[src/rtl/cpu_seq_pkg.sv]
// cpu_seq_pkg: sequencer state encoding and default address/instruction widths
package cpu_seq_pkg;
  localparam int AW_DEF = 8;
  localparam int DW_DEF = 8;
  typedef enum logic [2:0] {FETCH, DECODE, EXEC, UPDATE, HALT, FAULT} seq_state_e;
endpackage

[src/rtl/fetch_sequencer_if.sv]
// fetch_sequencer_if: instruction-memory fetch handshake between sequencer (master) and memory (slave)
interface fetch_sequencer_if import cpu_seq_pkg::*; #(parameter int AW = AW_DEF, parameter int DW = DW_DEF);
  logic mem_req;
  logic [AW-1:0] mem_addr;
  logic mem_ack;
  logic [DW-1:0] mem_rdata;
  modport master (output mem_req, mem_addr, input mem_ack, mem_rdata);
  modport slave (input mem_req, mem_addr, output mem_ack, mem_rdata);
endinterface

[src/rtl/fetch_timer.sv]
// fetch_timer: counts unacknowledged fetch cycles; expired flags the WAIT_MAX-th one
module fetch_timer import cpu_seq_pkg::*; #(parameter int WAIT_MAX = 15) (
  input  logic clk,
  input  logic rst,
  input  logic clr,
  input  logic en,
  output logic expired
);
  localparam int CW = $clog2(WAIT_MAX + 1);
  logic [CW-1:0] cnt_q, cnt_d;
  always_comb cnt_d = clr ? '0 : en ? cnt_q + CW'(1) : cnt_q;
  assign expired = en && cnt_q == CW'(WAIT_MAX - 1);
  always_ff @(posedge clk or posedge rst)
    if (rst) cnt_q <= '0;
    else cnt_q <= cnt_d;
endmodule

[src/rtl/fetch_sequencer.sv]
// fetch_sequencer: FETCH/DECODE/EXEC/UPDATE sequencer owning pc and retired count.
// SINGLE_STEP_EN adds step_mode/step ports for halting after every instruction.
module fetch_sequencer import cpu_seq_pkg::*; #(
  parameter int AW = AW_DEF,
  parameter int DW = DW_DEF,
  parameter int WAIT_MAX = 15
) (
  input  logic clk,
  input  logic rst,
  fetch_sequencer_if.master mem,
  output logic [DW-1:0] ir,
  output logic ir_valid,
  input  logic exec_done,
  input  logic branch_taken,
  input  logic [AW-1:0] branch_target,
  input  logic halt_req,
`ifdef SINGLE_STEP_EN
  input  logic step_mode,
  input  logic step,
`endif
  output logic halted,
  output logic fault,
  output logic [AW-1:0] pc,
  output logic [7:0] instr_count
);
  seq_state_e state_q, state_d;
  logic run_q;
  logic [AW-1:0] pc_q, pc_d, tgt_q, tgt_d;
  logic [DW-1:0] ir_q, ir_d;
  logic [7:0] cnt_q, cnt_d;
  logic br_q, br_d, wait_en, expired, fetched, latch, stop, resume;
  // run_q keeps mem_req low until the first clock after reset release
  assign mem.mem_req = run_q && state_q == FETCH;
  assign mem.mem_addr = pc_q;
  assign fetched = mem.mem_req && mem.mem_ack;
  assign wait_en = mem.mem_req && !mem.mem_ack;
  assign latch = state_q == EXEC && exec_done;
`ifdef SINGLE_STEP_EN
  assign stop = halt_req || step_mode;
  assign resume = !halt_req && (!step_mode || step);
`else
  assign stop = halt_req;
  assign resume = !halt_req;
`endif
  fetch_timer #(.WAIT_MAX(WAIT_MAX)) u_timer (.clk, .rst, .clr(!wait_en), .en(wait_en), .expired);
  always_comb begin
    state_d = state_q;
    case (state_q)
      FETCH:   state_d = expired ? FAULT : fetched ? DECODE : FETCH;
      DECODE:  state_d = EXEC;
      EXEC:    state_d = exec_done ? UPDATE : EXEC;
      UPDATE:  state_d = stop ? HALT : FETCH;
      HALT:    state_d = resume ? FETCH : HALT;
      default: state_d = FAULT;
    endcase
  end
  always_comb begin
    pc_d = state_q == UPDATE ? (br_q ? tgt_q : pc_q + AW'(1)) : pc_q;
    cnt_d = state_q == UPDATE ? cnt_q + 8'd1 : cnt_q;
    ir_d = fetched ? mem.mem_rdata : ir_q;
    br_d = latch ? branch_taken : br_q;
    tgt_d = latch ? branch_target : tgt_q;
  end
  always_ff @(posedge clk or posedge rst)
    if (rst) begin
      state_q <= FETCH;
      run_q <= 1'b0;
      pc_q <= '0;
      cnt_q <= '0;
      ir_q <= '0;
      br_q <= 1'b0;
      tgt_q <= '0;
    end else begin
      state_q <= state_d;
      run_q <= 1'b1;
      pc_q <= pc_d;
      cnt_q <= cnt_d;
      ir_q <= ir_d;
      br_q <= br_d;
      tgt_q <= tgt_d;
    end
  assign ir = ir_q;
  assign ir_valid = state_q == DECODE;
  assign halted = state_q == HALT;
  assign fault = state_q == FAULT;
  assign pc = pc_q;
  assign instr_count = cnt_q;
endmodule

[src/flat_wrapper.sv]
// flat-port wrapper written by rule: the top's interface ports become plain ports
module fetch_sequencer_flat import cpu_seq_pkg::*;
#(
  parameter int AW = AW_DEF,
  parameter int DW = DW_DEF,
  parameter int WAIT_MAX = 15
)
  (clk, rst, ir, ir_valid, exec_done, branch_taken, branch_target, halt_req, halted, fault, pc, instr_count, mem_mem_req, mem_mem_addr, mem_mem_ack, mem_mem_rdata);
  fetch_sequencer_if #(.AW(AW), .DW(DW)) mem_i ();
  input  logic clk;
  input  logic rst;
  output logic [DW-1:0] ir;
  output logic ir_valid;
  input  logic exec_done;
  input  logic branch_taken;
  input  logic [AW-1:0] branch_target;
  input  logic halt_req;
  output logic halted;
  output logic fault;
  output logic [AW-1:0] pc;
  output logic [7:0] instr_count;
  output wire logic [$bits(mem_i.mem_req)-1:0] mem_mem_req;
  output wire logic [$bits(mem_i.mem_addr)-1:0] mem_mem_addr;
  input wire logic [$bits(mem_i.mem_ack)-1:0] mem_mem_ack;
  input wire logic [$bits(mem_i.mem_rdata)-1:0] mem_mem_rdata;
  assign mem_mem_req = mem_i.mem_req;
  assign mem_mem_addr = mem_i.mem_addr;
  assign mem_i.mem_ack = mem_mem_ack;
  assign mem_i.mem_rdata = mem_mem_rdata;
  fetch_sequencer #(.AW(AW), .DW(DW), .WAIT_MAX(WAIT_MAX)) u_core (.clk(clk), .rst(rst), .mem(mem_i), .ir(ir), .ir_valid(ir_valid), .exec_done(exec_done), .branch_taken(branch_taken), .branch_target(branch_target), .halt_req(halt_req), .halted(halted), .fault(fault), .pc(pc), .instr_count(instr_count));
endmodule
[config.mk]
export PLATFORM = sky130hd
export DESIGN_NAME = fetch_sequencer_flat
export DESIGN_NICKNAME = d
export VERILOG_FILES = /design/src/rtl/cpu_seq_pkg.sv /design/src/rtl/fetch_sequencer_if.sv /design/src/rtl/fetch_timer.sv /design/src/rtl/fetch_sequencer.sv /design/src/flat_wrapper.sv
export SDC_FILE = /design/constraint.sdc
export NUM_CORES = 1
export LEC_CHECK = 0
export ABC_AREA = 1
export CAP_MARGIN = 10
export CORE_ASPECT_RATIO = 1.25
export CORE_MARGIN = 1
export CORE_UTILIZATION = 44
export CTS_BUF_LIST = sky130_fd_sc_hd__clkbuf_2 sky130_fd_sc_hd__clkbuf_4 sky130_fd_sc_hd__clkbuf_8
export DETAILED_ROUTE_END_ITERATION = 8
export GPL_TIMING_DRIVEN = 0
export PLACE_DENSITY_LB_ADDON = 0.1
export SLEW_MARGIN = 20
export SYNTH_ARGS = -nofsm -noshare
export SYNTH_HDL_FRONTEND = slang
export SYNTH_SLANG_ARGS = --single-unit
export TNS_END_PERCENT = 10
[constraint.sdc]
create_clock -name clk -period 1.3 [get_ports clk]
set_input_delay 0.195 -clock clk [delete_from_list [all_inputs] [get_ports clk]]
set_output_delay 0.195 -clock clk [all_outputs]
set_load 0.05 [all_outputs]
Word-level counts from Yosys, hierarchy flattened:

Cells that the tools add are included.

* eq/ne operators: 6
* reductions and logical operators: 8
* mux-type cells: 7
* $add $sub $neg: 3

Operators by type and width (count)
* $add 8x1->8 const B: 2
* $pmux 3 s4: 1
* $mux 8: 1
* $eq 3x2->1 const B: 2
* $eq 3x3->1 const B: 2
* $mux 3: 2
* $logic_and 1x1->1: 5
* $add 4x1->4 const B: 1
* $eq 4x4->1 const B: 1
* $mux 4: 1
* $eq 3x1->1 const B: 1
* $logic_not 3->1: 1
* $mux 1: 2
* $reduce_or 2->1: 1
* $logic_not 1->1: 1

* input port bits: 22
* word-level logic and storage cells: 32
* register bits after elaboration: 41

Depth between registers and ports, before layout:

Gate-level depths: netlist of run 1.

* word-level depth: 6
* depth in mapped cells: 7
* mapped depth without buffers: 7

Modules after synthesis:

Synthesis of run 1 repeated with hierarchy kept, for this count alone.

* cell total of the unflattened synthesis: 269
* area total of the unflattened synthesis: 2095.8 sq um

Modules (own cells, without submodules)
* fetch_sequencer: instances 1, area an instance 1866.8 sq um, cells an instance 242
* fetch_timer: instances 1, area an instance 229.0 sq um, cells an instance 27

Worst setup path after synthesis of run 1:

OpenSTA, ideal clock, no wires.

* kind: register to output
* from: reg u_core.state_q[0]
* to: out fault
* path buffers: 0
* required time: 1.105 ns
* setup slack: -0.454 ns
* stages on the path, launching flop included: 3
* arrival time: 1.559 ns
* path through: dfrtp_1 -> inv_1 -> nor3_1

* longest elaborated chain between the ends: 1

Ends and longest elaborated chain
* from (decl): RTL line fetch_sequencer.sv:26 `seq_state_e state_q, state_d;`
* from (signal assigned): RTL line fetch_sequencer.sv:74 `state_q <= state_d;`
* $eq 3x3->1: RTL line fetch_sequencer.sv:85 `assign fault = state_q == FAULT;`
* to (decl): RTL line flat_wrapper.sv:19 `output logic fault;`

Every way passes these cells.

Worst setup path after layout of run 1:

* from: reg u_core.state_q[1]
* to: out mem_mem_req

* longest elaborated chain between the ends: 2

Ends and longest elaborated chain
* $logic_not 3->1: RTL line fetch_sequencer.sv:33 `assign mem.mem_req = run_q && state_q == FETCH;`
* $logic_and 1x1->1: RTL line fetch_sequencer.sv:33
* to (decl): RTL line flat_wrapper.sv:22 `output wire logic [$bits(mem_i.mem_req)-1:0] mem_mem_req;`

Every way passes these cells.

==> impl_metrics.sql, run 1 <==
INSERT INTO impl_metrics (metric_group, metric, value, unit) VALUES
('clock_tree', 'clock_tree.htree_level_count', '2', ''),
('grt', 'grt_overflow_total', '0', ''),
('clock_tree', 'tritoncts', 'done', ''),
('floorplanning', 'chipWidth', '62.8', 'µm'),
('pwr', 'power.switching', '3.81', 'mW'),
('synthesis', 'syn_nets', '279', ''),
('finish', 'sequential_cell_area', '1030', 'µm²'),
('run_status', 'status', 'finished with violations', ''),
('clock_tree', 'clk-insertion-delay-late', '0.29', 'ns'),
('detailed_routing', 'detailroute.via_count', '1789', ''),
('clock_tree', 'cts_num_sinks', '41', ''),
('timing', 'setup_viol_count_final', '12', ''),
('finish', 'post_route_cells_drive_above_1_share', '30.0', '%'),
('setup_path', 'endpoint_kind', 'output port', ''),
('grt', 'wire_length_of_the_first_global_routing_pass', '7310', 'µm'),
('detailed_routing', 'remaining_drc_errors', '0', ''),
('detailed_routing', 'detail_route.vias_per_cell', '4.65', ''),
('clock_tree', 'cts.path.max_buffers', '2', ''),
('timing', 'final-hold-violation-count', '0', ''),
('finish', 'filler_cell_count', '380', ''),
('timing', 'finalWorstSetupSlack', '-0.173', 'ns'),
('synthesis', 'seq_area_frac_synth', '50.5', '%'),
('synthesis', 'post_synth_xor_area_fraction', '2.58', '%'),
('floorplanning', 'die_y_extent', '78', 'µm'),
('synthesis', 'post_synth.cell_area_avg', '8.04', 'µm²'),
('setup_path', 'timing_worst_setup_path_type', 'register to output port', ''),
('synthesis', 'post_synthesis_adder_cell_area_fraction', '2.46', '%'),
('synthesis', 'yosys_register_bits', '41', ''),
('clock_tree', 'cts_hold_buffers', '0', ''),
('grt', 'grt_util_all_layers', '19.1', '%'),
('finish', 'leading_cell_types_in_the_layout_fill_and_taps_excluded', 'nand2_1, dfrtp_1, buf_4', ''),
('setup_path', 'timing.critical_path.from_type', 'register', ''),
('detailed_routing', 'detail_route.iter0.violations', '158', ''),
('setup_path', 'worst_path_largest_cell_delay', '0.46', 'ns'),
('clock_tree', 'tritoncts.num_buffers', '5', ''),
('place', 'gp_congestion', '0.760', ''),
('timing', 'worst_hold_slack', '0.196', 'ns'),
('synthesis', 'dominant_combinational_cell_family_by_area_after_synthesis', 'simple AND/OR/NAND/NOR gates', ''),
('setup_path', 'critical-path-top-cell-by-count', 'nor2_4', ''),
('synthesis', 'synthArstFlopShare', '100', '%'),
('timing', 'rsz0062_at_grt', 'true', ''),
('pwr', 'netSwitchingFraction', '48.6', '%'),
('finish', 'multi_input_comb_area', '883', 'µm²'),
('synthesis', 'synth_ff_type', 'dfrtp_1', ''),
('grt', 'grt_start_max_net_pins', '26', ''),
('pwr', 'p_int', '4.03', 'mW'),
('setup_path', 'worst-endpoint-arrival', '1.28', 'ns'),
('floorplanning', 'die-area', '4900', 'µm²'),
('synthesis', 'synth_compound_area_share', '4.18', '%'),
('finish', 'antennaDiodeCount', '0', ''),
('floorplanning', 'core_area', '4430', 'µm²'),
('pwr', 'ir_drop', '1.46', 'mV'),
('timing', 'setup_total_negative_slack', '-1.03', 'ns'),
('detailed_routing', 'final_antenna_net_count', '0', ''),
('run_status', 'failed_checks', 'setup timing', ''),
('pwr', 'seq_power_share', '29.2', '%'),
('finish', 'nNetsFinal', '352', ''),
('hold_path', 'timing.hold.worst.class', 'input pin to async pin', ''),
('clock_tree', 'clk_pin_slew_worst_paths', '0.08', 'ns'),
('detailed_routing', 'drt-wirelength-per-cell', '11.2', 'µm'),
('floorplanning', 'initial_utilization', '45.9', '%'),
('timing', 'drv_slew', '0', ''),
('place', 'count_of_port_buffers_added_during_placement', '56', ''),
('clock_tree', 'cts.root.buffer_cell', 'clkbuf_8', ''),
('floorplanning', 'rows', '27', ''),
('detailed_routing', 'drt_wirelength', '4300', 'µm'),
('finish', 'syn2layout_area_growth', '43.8', '%'),
('timing', 'worst_clock_skew', '0.00540', 'ns'),
('synthesis', 'synth-edff-count', '0', ''),
('pwr', 'power_leakage', '1.48', 'nW'),
('synthesis', 'synth.area.mux_share', '0', '%');
==> area by class of cell <==
type | count | area share [%]
multi-input combinational | 173 | 30.2
clock buffer | 5 | 2.35
tap | 58 | 2.48
timing repair buffer | 66 | 20.4
sequential | 41 | 35.4
buffer | 13 | 3.51
inverter | 26 | 3.42
clock inverter | 3 | 2.23
==> flip-flops by register name, indices dropped and copies added, names as in the netlist <==
name	count
u_core.tgt_q	8
u_core.state_q	3
u_core.run_q	1
u_core.ir	8
u_core.mem.mem_addr	8
u_core.u_timer.cnt_q	4
u_core.instr_count	8
u_core.br_q	1
==> path summary, 6_finish.rpt <==
check | start | end | slack, ns | cells after the start
max | u_core.state_q[1] | mem_mem_req | -0.17 | 5
min | rst | u_core.ir[3] | 0.20 | 2
max reg2reg | u_core.state_q[1] | u_core.ir[4] | -0.07 | 9
min reg2reg | u_core.ir[6] | u_core.ir[6] | 0.48 | 2
max in group asynchronous | rst | u_core.mem.mem_addr[5] | 0.64 | 3
min in group clk | mem_mem_ack | u_core.ir[2] | 0.27 | 3
==> cell usage after synthesis, types with 2 or more instances <==
cell type	count	share of area (%)
o21ai_0	9	2.2
ha_1	4	2.5
nor2_1	26	4.8
inv_1	24	4.4
nor2_4	2	1.1
nor3_1	2	0.49
nand2_1	87	16
nand3_1	21	5.2
inv_2	2	0.37
nand4_1	2	0.62
a21oi_1	4	0.98
buf_4	10	3.7
dfrtp_1	41	50
buf_2	3	0.74
xor2_1	5	2.2
==> stage by stage <==
| step | utilization (%) | worst slack [ns] | instance area, µm² | std cells | total power, mW |
|---|---|---|---|---|---|
| after CTS | 64.5 | -0.188 | 2860 | 380 | 7.68 |
| after detailed placement | 61.0 | -0.671 | 2700 | 368 | 6.45 |
| after floorplan | - | -0.145 | 2050 | 253 | 5.18 |
| after global routing | 66.1 | -0.232 | 2920 | 385 | 8.33 |
| after global placement | 60.6 | -0.876 | 2680 | 367 | 6.39 |
| final | 66.1 | -0.173 | 2920 | 385 | 7.85 |
==> cell families after synthesis <==
| logic type | Yosys count |
|---|---|
| xor+xnor | 6 |
| compound gates | 16 |
| fa+ha+maj | 4 |
| buf+inv | 39 |
| flops | 41 |
| other cells | 1 |
| simple gates | 146 |
==> per-layer routing <==
layer	routed length, µm	vias up	track usage, %
met5	0	-	0
li1	-	924	-
met2	2130	47	33.2
met1	1790	811	21.1
met4	78	0	9.30
met3	293	7	5.74
==> worst max-delay path: cells and delay by family, from the launching register on <==
family	cells	cell delay, ns
and+or+nand+nor	2	0.21
buffers and inverters	3	0.31
DFF	1	0.46
==> what timing repair did <==
action,CTS,global route
endpoints found under the hold margin,0,0
setup endpoints to repair,46,41
setup buffers,4,5
gates cloned,0,0
pin swaps,1,3
gates resized for setup,156,35
==> power by group through the flow <==
stage / sequential (mW) / clock, mW / combinational (mW)
2_1_floorplan: 3.22 / 0 / 1.96
3_3_place_gp: 2.27 / 0 / 4.13
3_5_place_dp: 2.28 / 0 / 4.17
4_1_cts: 2.27 / 1.23 / 4.18
5_1_grt: 2.38 / 1.28 / 4.67
6_report: 2.29 / 1.21 / 4.35
Note: power is estimated with default switching activity, not from simulation.
==> inputs of run 2 (changes only) <==
Settings changed: CORE_UTILIZATION 44 to 43, CTS_BUF_LIST sky130_fd_sc_hd__clkbuf_2 sky130_fd_sc_hd__clkbuf_4 sky130_fd_sc_hd__clkbuf_8 to not set.
==> run 2 against run 1 <==
Compared with the run above:
- the run still ends with setup timing left
- combinational power up 2%
- sequential share of layout area up 0.32 points
- hold slack worse by 0.0072 ns
- count of clock-buffer cells in the layout up 2
- setup slack worse by 0.0017 ns
- die area up 2.3%
- sequential power about the same
==> impl_metrics.sql, run 2 (synthesis gave the netlist of run 1 again) <==
INSERT INTO impl_metrics (metric_group, metric, value, unit) VALUES
('detailed_routing', 'final_antenna_net_count', '0', ''),
('clock_tree', 'clk_pin_slew_worst_paths', '0.08', 'ns'),
('place', 'post_detailed_placement_half_perimeter_wirelength', '2960', 'µm'),
('setup_path', 'timing_worst_setup_path_type', 'register to output port', ''),
('grt', 'wire_length_of_the_first_global_routing_pass', '7620', 'µm'),
('place', 'placed_cells', '368', ''),
('clock_tree', 'tritoncts', 'done', ''),
('timing', 'f_max', '678', 'MHz'),
('timing', 'setup_viol_count_final', '14', ''),
('setup_path', 'timing.critical_path.required', '1.11', 'ns'),
('detailed_routing', 'detail_route.vias_per_cell', '4.75', ''),
('finish', 'antennaDiodeCount', '0', ''),
('floorplanning', 'rows', '27', ''),
('setup_path', 'endpoint_kind', 'output port', ''),
('setup_path', 'worst_path_largest_cell_delay', '0.44', 'ns'),
('floorplanning', 'core_area', '4460', 'µm²'),
('setup_path', 'cp.buffers_inverters', '3', ''),
('detailed_routing', 'detailroute.via_count', '1837', ''),
('pwr', 'pwr_density_cell', '2640', 'nW/µm²'),
('finish', 'post_route_cells_drive_above_1_share', '30.1', '%'),
('place', 'gp_congestion', '0.775', ''),
('grt', 'grt_util_all_layers', '19.5', '%'),
('run_status', 'status', 'finished with violations', ''),
('detailed_routing', 'detail_route.iter0.violations', '97', ''),
('floorplanning', 'num_io_pins', '58', ''),
('finish', 'layout.cells.most_common', 'nand2_1', ''),
('timing', 'shortest_period_the_worst_path_allows', '1.47', 'ns'),
('setup_path', 'crit_slowest_cell', 'dfrtp_2', ''),
('setup_path', 'worst_path_dominant_cell_family', 'flip-flops', ''),
('floorplanning', 'initial_utilization', '45.6', '%'),
('floorplanning', 'chipWidth', '63.5', 'µm'),
('finish', 'syn2layout_area_growth', '42.7', '%'),
('clock_tree', 'tritoncts.num_buffers', '5', ''),
('pwr', 'power_leakage', '1.48', 'nW'),
('timing', 'rsz0062_at_grt', 'true', ''),
('clock_tree', 'cts_num_sinks', '41', ''),
('timing', 'finalWorstSetupSlack', '-0.174', 'ns'),
('detailed_routing', 'drt_wirelength', '4450', 'µm'),
('clock_tree', 'clock_tree.htree_level_count', '2', ''),
('timing', 'timing.final.crit_share', '113', '%'),
('floorplanning', 'die_y_extent', '78.9', 'µm'),
('setup_path', 'critical_path_cell_sequence', 'nor2_4, inv_2, nor2_4, buf_6, buf_8', ''),
('clock_tree', 'clk-insertion-delay-late', '0.30', 'ns'),
('grt', 'grt_overflow_total', '0', ''),
('detailed_routing', 'firstDrtPassIters', '4', ''),
('finish', 'leading_cell_types_in_the_layout_fill_and_taps_excluded', 'nand2_1, dfrtp_1, buf_4', ''),
('flow_run', 'max_cap_viols', '0', ''),
('detailed_routing', 'remaining_drc_errors', '0', ''),
('finish', 'final_core_util', '65.1', '%'),
('grt', 'grt_start_max_net_pins', '28', ''),
('pwr', 'ir_drop', '1.25', 'mV'),
('setup_path', 'crit-reg2reg-launch', 'u_core.state_q[1]', ''),
('grt', 'grt_pass1_vias', '1803', ''),
('setup_path', 'critical-path-top-cell-by-count', 'nor2_4', ''),
('grt', 'grt_antenna_before_repair', '0', ''),
('clock_tree', 'cts.root.buffer_cell', 'clkbuf_8', ''),
('hold_path', 'timing.hold.worst.class', 'input pin to async pin', ''),
('setup_path', 'reg2reg_to', 'u_core.mem.mem_addr[4]', ''),
('setup_path', 'ff2ff_path_depth', '7', ''),
('setup_path', 'timing.critical_path.from_type', 'register', ''),
('timing', 'final-hold-violation-count', '0', ''),
('place', 'count_of_port_buffers_added_during_placement', '56', ''),
('timing', 'drv_slew', '0', ''),
('setup_path', 'cp_max_fo', '3', ''),
('finish', 'nNetsFinal', '354', ''),
('floorplanning', 'die-area', '5010', 'µm²'),
('clock_tree', 'cts.path.max_buffers', '2', ''),
('timing', 'worst_clock_skew', '0.00794', 'ns'),
('detailed_routing', 'drt-wirelength-per-cell', '11.5', 'µm'),
('setup_path', 'worst-endpoint-arrival', '1.28', 'ns'),
('finish', 'finish.cell_count_without_fillers', '387', ''),
('run_status', 'failed_checks', 'setup timing', ''),
('setup_path', 'ff2ff_setup_slack', '-0.04', 'ns');
==> run 2: area by class of cell <==
| class | count | area (µm²) |
|---|---|---|
| flip-flops and latches | 41 | 1040 |
| fillers | 411 | 1560 |
| multi-input cells | 174 | 900 |
| clock buffers | 7 | 96.3 |
| plain buffers | 13 | 108 |
| inverters | 26 | 100 |
| clock inverters | 1 | 5.00 |
| well taps | 58 | 72.6 |
| repair buffers | 67 | 584 |
==> run 2: worst max path at each step <==
stage / slack, ns / depth (start not counted) / endpoint / startpoint
3_3_place_gp: -0.87 / 2 / u_core.mem.mem_addr[0] / rst
2_1_floorplan: -0.14 / 6 / u_core.instr_count[6] / u_core.instr_count[1]
5_1_grt: -0.23 / 5 / mem_mem_req / u_core.state_q[0]
6_report: -0.17 / 5 / mem_mem_req / u_core.state_q[0]
4_1_cts: -0.19 / 5 / mem_mem_req / u_core.state_q[0]
3_5_place_dp: -0.68 / 5 / mem_mem_req / u_core.state_q[1]
==> run 2: repair_timing <==
action | in CTS | in global routing
hold buffers | 0 | 0
endpoints found under the setup margin | 55 | 45
pin swaps | 3 | 3
gates cloned | 0 | 1
setup buffers | 8 | 2
resized for setup | 173 | 25
==> run 2: worst reg2reg max path: cells and delay by family, from the launching register on <==
family / cells / cell delay [ns]
AOI/OAI and AO/OA: 1 / 0.05
buffers and inverters: 3 / 0.33
and+or+nand+nor: 3 / 0.43
DFF: 1 / 0.43
==> run 2: power by group <==
part	total (mW)	switching [mW]	internal (mW)	leakage (nW)
registers	2.30	0.517	1.78	0.510
clock network	0.922	0.442	0.480	0.0542
logic	4.44	2.92	1.52	0.918
==> run 2: through the flow <==
stage / hold slack, ns / instance area, µm² / setup slack [ns] / setup TNS [ns] / total power, mW
3_3_place_gp: 0.453 / 2680 / -0.866 / -36.69 / 6.40
6_report: 0.189 / 2900 / -0.174 / -0.664 / 7.67
3_5_place_dp: 0.460 / 2700 / -0.678 / -6.85 / 6.45
2_1_floorplan: 0.312 / 2050 / -0.145 / -0.784 / 5.18
4_1_cts: 0.185 / 2840 / -0.186 / -0.927 / 7.47
5_1_grt: 0.209 / 2900 / -0.231 / -2.33 / 8.19
==> run 2: routing by layer <==
| layer | track usage [%] | part of all wire, % | up-vias |
|---|---|---|---|
| met5 | 0 | 0 | - |
| met4 | 9.55 | 1.5 | 0 |
| met3 | 5.75 | 5.4 | 6 |
| met2 | 33.2 | 50 | 46 |
| met1 | 22.0 | 43 | 855 |
| li1 | - | - | 930 |
